===== config.mk =====
export PLATFORM = sky130hd
export DESIGN_NAME = seg_scan6
export DESIGN_NICKNAME = d
export VERILOG_FILES = /design/src/rtl/seg_scan6.sv
export SDC_FILE = /design/constraint.sdc
export NUM_CORES = 1
export LEC_CHECK = 0
export ABC_AREA = 1
export BUFFER_PORTS_ARGS = -buffer_cell sky130_fd_sc_hd__buf_2
export CORE_MARGIN = 5
export CORE_UTILIZATION = 45
export CTS_CLUSTER_DIAMETER = 80
export DETAILED_ROUTE_END_ITERATION = 16
export PLACE_DENSITY = 0.67
export SYNTH_ARGS = -nofsm -noshare
export SYNTH_HDL_FRONTEND = slang
export SYNTH_SLANG_ARGS = --single-unit

===== constraint.sdc =====
create_clock -name CP -period 2.95 [get_ports CP]
set_input_delay 0.4425 -clock CP [delete_from_list [all_inputs] [get_ports CP]]
set_output_delay 0.4425 -clock CP [all_outputs]
set_load 0.02 [all_outputs]

===== src/rtl/seg_scan6.sv =====
// rtl/seg_scan6.sv - six-digit multiplexed 7-segment display driver
//
// Purpose: takes a frame-coherent snapshot of six BCD digits (HH:MM:SS) and
// time-multiplexes them onto one shared segment bus. Each digit slot lasts
// SCAN_DIV cycles of CP; digit enables are one-hot, active-low.
//
// Ports:
//   CP      in   1  system clock
//   CR      in   1  synchronous active-high reset
//   HourH   in   4  hours tens, BCD
//   HourL   in   4  hours units, BCD
//   MinH    in   4  minutes tens, BCD
//   MinL    in   4  minutes units, BCD
//   SecH    in   4  seconds tens, BCD
//   SecL    in   4  seconds units, BCD
//   Blank   in   1  1 = all digits dark, scanning keeps running
//   Seg     out  7  segments a..g (Seg[0]=a), active-high
//   Dp      out  1  decimal point, active-high (lit right of MinL and HourL)
//   DigSel  out  6  digit enables, one-hot, active-low
//
// Optional build macro: LEAD_ZERO_BLANK_EN
//   defined   -> a zero hours-tens digit leaves slot 5 dark
//   undefined -> a zero hours-tens digit is shown as "0"

module seg_scan6 #(
  parameter int SCAN_DIV = 50000
) (
  input  logic       CP,
  input  logic       CR,
  input  logic [3:0] HourH,
  input  logic [3:0] HourL,
  input  logic [3:0] MinH,
  input  logic [3:0] MinL,
  input  logic [3:0] SecH,
  input  logic [3:0] SecL,
  input  logic       Blank,
  output logic [6:0] Seg,
  output logic       Dp,
  output logic [5:0] DigSel
);

  localparam int            CW      = $clog2(SCAN_DIV);
  localparam logic [CW-1:0] CNT_MAX = CW'(SCAN_DIV - 1);

  logic [CW-1:0] r_cnt;
  logic [2:0]    r_idx;
  logic [23:0]   r_snap;    // {HourH, HourL, MinH, MinL, SecH, SecL}
  logic          r_first;   // set until the first capture after reset
  logic [6:0]    r_seg;
  logic          r_dp;
  logic [5:0]    r_digsel;

  logic          w_tick;
  logic          w_frame_end;
  logic [3:0]    w_digit;
  logic          w_dp;
  logic [5:0]    w_sel;
  logic          w_lz;

  assign w_tick      = (r_cnt == CNT_MAX);
  assign w_frame_end = w_tick && (r_idx == 3'd5);

  function automatic logic [6:0] bcd_to_seg(input logic [3:0] d);
    case (d)
      4'd0:    bcd_to_seg = 7'h3F;
      4'd1:    bcd_to_seg = 7'h06;
      4'd2:    bcd_to_seg = 7'h5B;
      4'd3:    bcd_to_seg = 7'h4F;
      4'd4:    bcd_to_seg = 7'h66;
      4'd5:    bcd_to_seg = 7'h6D;
      4'd6:    bcd_to_seg = 7'h7D;
      4'd7:    bcd_to_seg = 7'h07;
      4'd8:    bcd_to_seg = 7'h7F;
      4'd9:    bcd_to_seg = 7'h6F;
      default: bcd_to_seg = 7'h40;  // non-BCD shown as a dash
    endcase
  endfunction

  // Slot selection from the snapshot, not the live inputs, so a whole frame
  // always comes from a single capture.
  always_comb begin
    w_digit = 4'h0;
    w_dp    = 1'b0;
    w_sel   = 6'b111111;
    case (r_idx)
      3'd0: begin w_digit = r_snap[3:0];   w_sel = 6'b111110; end
      3'd1: begin w_digit = r_snap[7:4];   w_sel = 6'b111101; end
      3'd2: begin w_digit = r_snap[11:8];  w_sel = 6'b111011; w_dp = 1'b1; end
      3'd3: begin w_digit = r_snap[15:12]; w_sel = 6'b110111; end
      3'd4: begin w_digit = r_snap[19:16]; w_sel = 6'b101111; w_dp = 1'b1; end
      3'd5: begin w_digit = r_snap[23:20]; w_sel = 6'b011111; end
      default: begin w_digit = 4'h0; w_sel = 6'b111111; end
    endcase
  end

`ifdef LEAD_ZERO_BLANK_EN
  assign w_lz = (r_idx == 3'd5) && (r_snap[23:20] == 4'd0);
`else
  assign w_lz = 1'b0;
`endif

  always_ff @(posedge CP) begin
    if (CR) begin
      r_cnt    <= '0;
      r_idx    <= 3'd0;
      r_snap   <= 24'h0;
      r_first  <= 1'b1;
      r_seg    <= 7'h00;
      r_dp     <= 1'b0;
      r_digsel <= 6'b111111;
    end else begin
      r_cnt <= w_tick ? '0 : r_cnt + CW'(1);

      if (w_tick)
        r_idx <= (r_idx == 3'd5) ? 3'd0 : r_idx + 3'd1;

      // Capture once right after reset, then only on the edge that wraps
      // idx back to 0.
      if (r_first || w_frame_end)
        r_snap <= {HourH, HourL, MinH, MinL, SecH, SecL};

      r_first <= 1'b0;

      // While r_first is set the snapshot is still the reset value, so the
      // outputs keep their reset state for that cycle.
      if (!r_first) begin
        if (Blank || w_lz) begin
          r_digsel <= 6'b111111;
          r_seg    <= 7'h00;
          r_dp     <= 1'b0;
        end else begin
          r_digsel <= w_sel;
          r_seg    <= bcd_to_seg(w_digit);
          r_dp     <= w_dp;
        end
      end
    end
  end

  assign Seg    = r_seg;
  assign Dp     = r_dp;
  assign DigSel = r_digsel;

endmodule


## Yosys cells after proc, flatten, opt, wreduce, memory -nomap -nowiden

Memories as Yosys holds them, arrays and structs flattened.
Index checks and enable logic that the tools add are counted.

| word-level totals | value |
|---|---|
| memory bits (read-only) | 112 |
| output and inout port bits | 14 |
| memories kept | 1 |
| input bits | 27 |
| bits in registers | 58 |
| logic and storage cells | 29 |

Memory list:

| name | words | bits a word | rd ports | clocked after memory_dff | wr ports | RTL line | source |
|---|---|---|---|---|---|---|---|
| (name not given) | 16 | 7 | 1 | 0 | 0 | 64 | `case (d)` |

| operators by class | value |
|---|---|
| equal/unequal tests | 6 |
| reductions and logical operators | 5 |
| mux-type cells | 8 |
| $add $sub $neg | 2 |

Operators by type and width:

| kind | count |
|---|---|
| one-hot mux 6 bit (6 select lines) | 1 |
| one-hot mux 4 bit (6 select lines) | 1 |
| adder 16 x 1 -> 16 bit, second input constant | 1 |
| equality test 16 bit, second input constant | 1 |
| two-way mux 7 bit | 1 |
| equality test 3 x 2 -> 1 bit, second input constant | 2 |
| equality test 3 bit, second input constant | 2 |
| two-way mux 6 bit | 1 |
| OR reduction 2 bit | 2 |
| adder 3 x 1 -> 3 bit, second input constant | 1 |
| equality test 3 x 1 -> 1 bit, second input constant | 1 |
| zero test 3 bit | 1 |
| two-way mux 1 bit | 3 |
| two-way mux 3 bit | 1 |
| logical AND 1 bit | 1 |
| logical OR 1 bit | 1 |

## Logic depth before layout (Yosys ltp)

| logic depth | value |
|---|---|
| word-level depth | 4 |
| depth in mapped cells | 16 |
| gate-level depth less buffers | 15 |

## Worst setup path before layout

OpenSTA, ideal clock, no wires.

| timing | value |
|---|---|
| kind | register to register |
| start point | reg r_idx[1] |
| end point | reg r_seg[4] (netlist: Seg[4]) |
| path slack | 1.018 ns |
| library setup time | 0.131 ns |
| clock period less this slack | 1.932 ns |
| data required time | 2.819 ns |
| arrival | 1.801 ns |
| cell stages (with the launch flop) | 16 |
| buffers on the path | 2 |
| path through | dfxtp_1 buf_6 nand2_1 inv_1 ha_1 inv_1 o211ai_4 buf_4 nand2_2 inv_1 ha_1 nand3b_1 nand2_1 nand2_1 nand2_1 a21oi_2 |

| on the way | value |
|---|---|
| word-level cells in the longest chain between the ends | 4 |
| elaborated cells between the ends (all ways) | 9 |
| classes of those cells | 5 x eq/ne; 2 x mux; 1 x reduce/logical; 1 x memory |

RTL lines:

| element | RTL line | source |
|---|---|---|
| start: declaration | 46 | `logic [2:0] r_idx;` |
| start signal: assignment | 115 | `r_idx <= (r_idx == 3'd5) ? 3'd0 : r_idx + 3'd1;` |
| equality test 3 bit (tied with other cells) | 85 | `case (r_idx)` |
| one-hot mux 4 bit (6 select lines) * | 85 |  |
| memory (16 x 7 bit) * | -- |  |
| two-way mux 7 bit * | 127 | `if (Blank \|\| w_lz) begin` |
| end signal: assignment | 133 | `r_seg <= bcd_to_seg(w_digit);` |
| end: declaration | 49 | `logic [6:0] r_seg;` |

Every way passes the cells marked *; elsewhere a longest branch is shown, timed or not.
A chain may end at the register's enable or synchronous reset.

## Worst setup path in the final report

| timing | value |
|---|---|
| start point | reg r_idx[0] |
| end point | reg r_seg[3] (netlist: Seg[3]) |

Same word-level chain as after synthesis.

==> impl_metrics.py <==
metrics = {
    "critical_path": {
        "critPathCaptureType": "register",
        "startpoint_type": "register",
        "crit_type": "register to register",
        "worstPathArrival_ns": 2.46,
        "crit_fanout": 11,
        "required_ns": 3.21,
    },
    "route": {
        "num_vias": 2629,
        "initialDrtViolationCount": 151,
        "drc": 0,
        "avgRoutedWirePerCell_um": 12.7,
        "routed_wirelength_mm": 6.56,
        "viasPerCell": 5.10,
        "first_pass_iters": 4,
        "ant_nets": 0,
    },
    "cells_and_area": {
        "n_antenna_cell": 0,
        "drive_gt1_share_pct": 23.5,
        "fin_nets": 471,
        "final_common_cell": "nand2_1",
        "finalInstanceArea_sq_um": 3350,
        "syn_to_final_growth_pct": 12.3,
        "final_cell_mix": "86 x nand2_1, 58 x dfxtp_1, 53 x nand3_1, 46 x a21oi_1, 40 x buf_2",
        "finish.utilization_pct": 52.4,
    },
    "place": {
        "port_buffers": 40,
        "place_area_sq_um": 3190,
        "gp_congestion": 0.950,
        "dp_hpwl_mm": 4.90,
    },
    "logic_synthesis": {
        "synth-seq-cells": 58,
        "yosys.area.top_type_share_pct": 39.0,
        "yosys-top-cells-area": "dfxtp_1 39%, nand2_1 11%, nand3_1 8.9%",
        "syn_area_per_cell_sq_um": 7.49,
        "yosysSeqAreaShare_pct": 39.0,
        "synth.cell_area_sq_um": 2980,
        "synth_cell_types": 37,
        "yosys_warnings": 0,
        "synthCells": 398,
        "syn-num-nets": 434,
        "yosys.area.top_type": "dfxtp_1",
    },
    "global_route": {
        "grt-ovfl-total": 0,
        "grt_pass1_wl_mm": 11.5,
        "grt_max_degree": 26,
        "antenna_found_initial": 0,
        "grtUsageTotal_pct": 16.8,
        "grt_pass1_vias": 2531,
    },
    "sta": {
        "period_needed_ns": 2.20,
        "clock_skew_ns": 0.00822,
        "rsz0062_at_grt": "false",
        "max_slew_margin_pct": 64.7,
        "drv_slew": 0,
        "tightest_slew_ns": 0.529,
        "min_period_over_period_pct": 74.5,
        "finalHoldViolations": 0,
        "finalSetupTns_ns": 0,
        "setup_viol_count_final": 0,
        "fmax_mhz": 455,
    },
    "floorplan": {
        "rows": 29,
        "dieArea_sq_um": 8350,
        "die_y_um": 91.4,
        "start_util_pct": 46.7,
        "core_area_sq_um": 6390,
        "die_x_um": 91.4,
        "io_pins": 41,
    },
    "power": {
        "power_leakage_nw": 1.43,
        "powerDensity_nw_per_um2": 475,
        "ir_worst_vdd_uv": 253,
    },
    "outcome": {
        "status": "complete, no violations",
    },
    "cts": {
        "cts_hold_buf": 0,
        "cts_resized": 0,
        "clk_latency_ns": 0.34,
        "clk_pin_slew_ns": 0.06,
        "cts_root_buf": "clkbuf_8",
        "cts_buffer_depth": 2,
        "postCtsSetupRepairBufs": 0,
        "cts_sinks": 58,
        "cts_max_level": 3,
        "tritoncts": "done",
        "numCtsBuffers": 9,
    },
    "min_path": {
        "worstHoldPathType": "input pin to register",
    },
    "run": {
        "drv_cap": 0,
    },
}
critical path, cell delays in order (launching register included):
cell      delay (ns)
dfxtp_1         0.64
nand2_1         0.09
inv_1           0.09
ha_1            0.15
inv_1           0.08
o211ai_4        0.17
nand2_1         0.19
ha_1            0.32
nand3_1         0.09
nand3_1         0.11
nand3_1         0.07
a21oi_1         0.13
Yosys cell counts:
master     number
or2_0           1
nand2_2         8
nor2_1         18
a21oi_2         2
nor2_2          4
a31oi_1         1
inv_6           1
a21oi_1        46
clkbuf_1        7
nand3_2         2
nand3b_1        2
o21ai_0        11
buf_2           2
nand2_1        86
nand3_1        53
o21ai_1         1
ha_1            9
nor4_2          2
nor3b_1         3
xnor2_1         1
buf_4           1
inv_2          12
nand4_1        11
buf_6           6
nand2_4         6
a2111oi_0       1
nor3_2          1
o211ai_4        1
nor4_4          1
nor2_4          3
nor3_1          5
buf_1           2
inv_1          26
dfxtp_1        58
or2_2           2
nor3_4          1
xor2_1          1
cells by family (layout without fill, tap and decap cells):
family / Yosys count / after routing / share of synthesized area [%]
flops: 58 / 58 / 39.0
simple gates: 209 / 209 / 36.1
xor+xnor: 2 / 2 / 0.588
buf+inv: 57 / 97 / 9.07
compound gates: 63 / 63 / 11.5
fa+ha+maj: 9 / 9 / 3.78
final cells by class:
class	count	area, sq um
fill	661	3040
timing repair buffer	44	230
multi-input combinational	283	1550
clock buffer	11	141
clock inverter	3	17.5
tap	77	96.3
sequential	58	1160
inverter	39	151
sequential cells by signal, summed over array words and instances (netlist names):
signal,count
r_idx,3
Seg,7
r_first,1
r_cnt,16
DigSel,6
r_snap,24
Dp,1
through the flow:
step / worst slack, ns / total power, W / cells / hold WS (ns)
floorplan: 1.02 / 0.000954 / 398 / 0.417
global placement: 0.796 / 0.000998 / 501 / 0.431
detailed placement: 0.771 / 0.00100 / 501 / 0.435
CTS: 0.759 / 0.00162 / 515 / 0.333
global route: 0.447 / 0.00167 / 515 / 0.330
finish: 0.753 / 0.00159 / 515 / 0.349
worst paths after layout:
path | startpoint | depth (start not counted) | slack (ns) | to
worst min register to register | r_cnt[0] | 1 | 0.44 | r_cnt[0]
worst min-delay path | HourL[2] | 3 | 0.35 | r_snap[18]
worst max-delay path | r_idx[0] | 11 | 0.75 | Seg[3]
worst max register to register | r_idx[0] | 11 | 0.75 | Seg[3]
metal layers:
metal	vias to the layer above	track usage [%]	routed length, um
li1	1390	-	-
met1	1183	22.3	3240
met2	50	25.4	2980
met3	6	6.03	281
met4	0	5.01	69
met5	-	0	0
where the power goes:
group          total [W]  switching (W)  internal [W]  leakage [nW]
Combinational   0.000146      0.0000894     0.0000570         0.874
Clock           0.000608       0.000293      0.000315        0.0810
Sequential      0.000836      0.0000211      0.000815         0.475
Total            0.00159       0.000404       0.00119          1.43
Note: power is estimated with default switching activity, not from simulation.
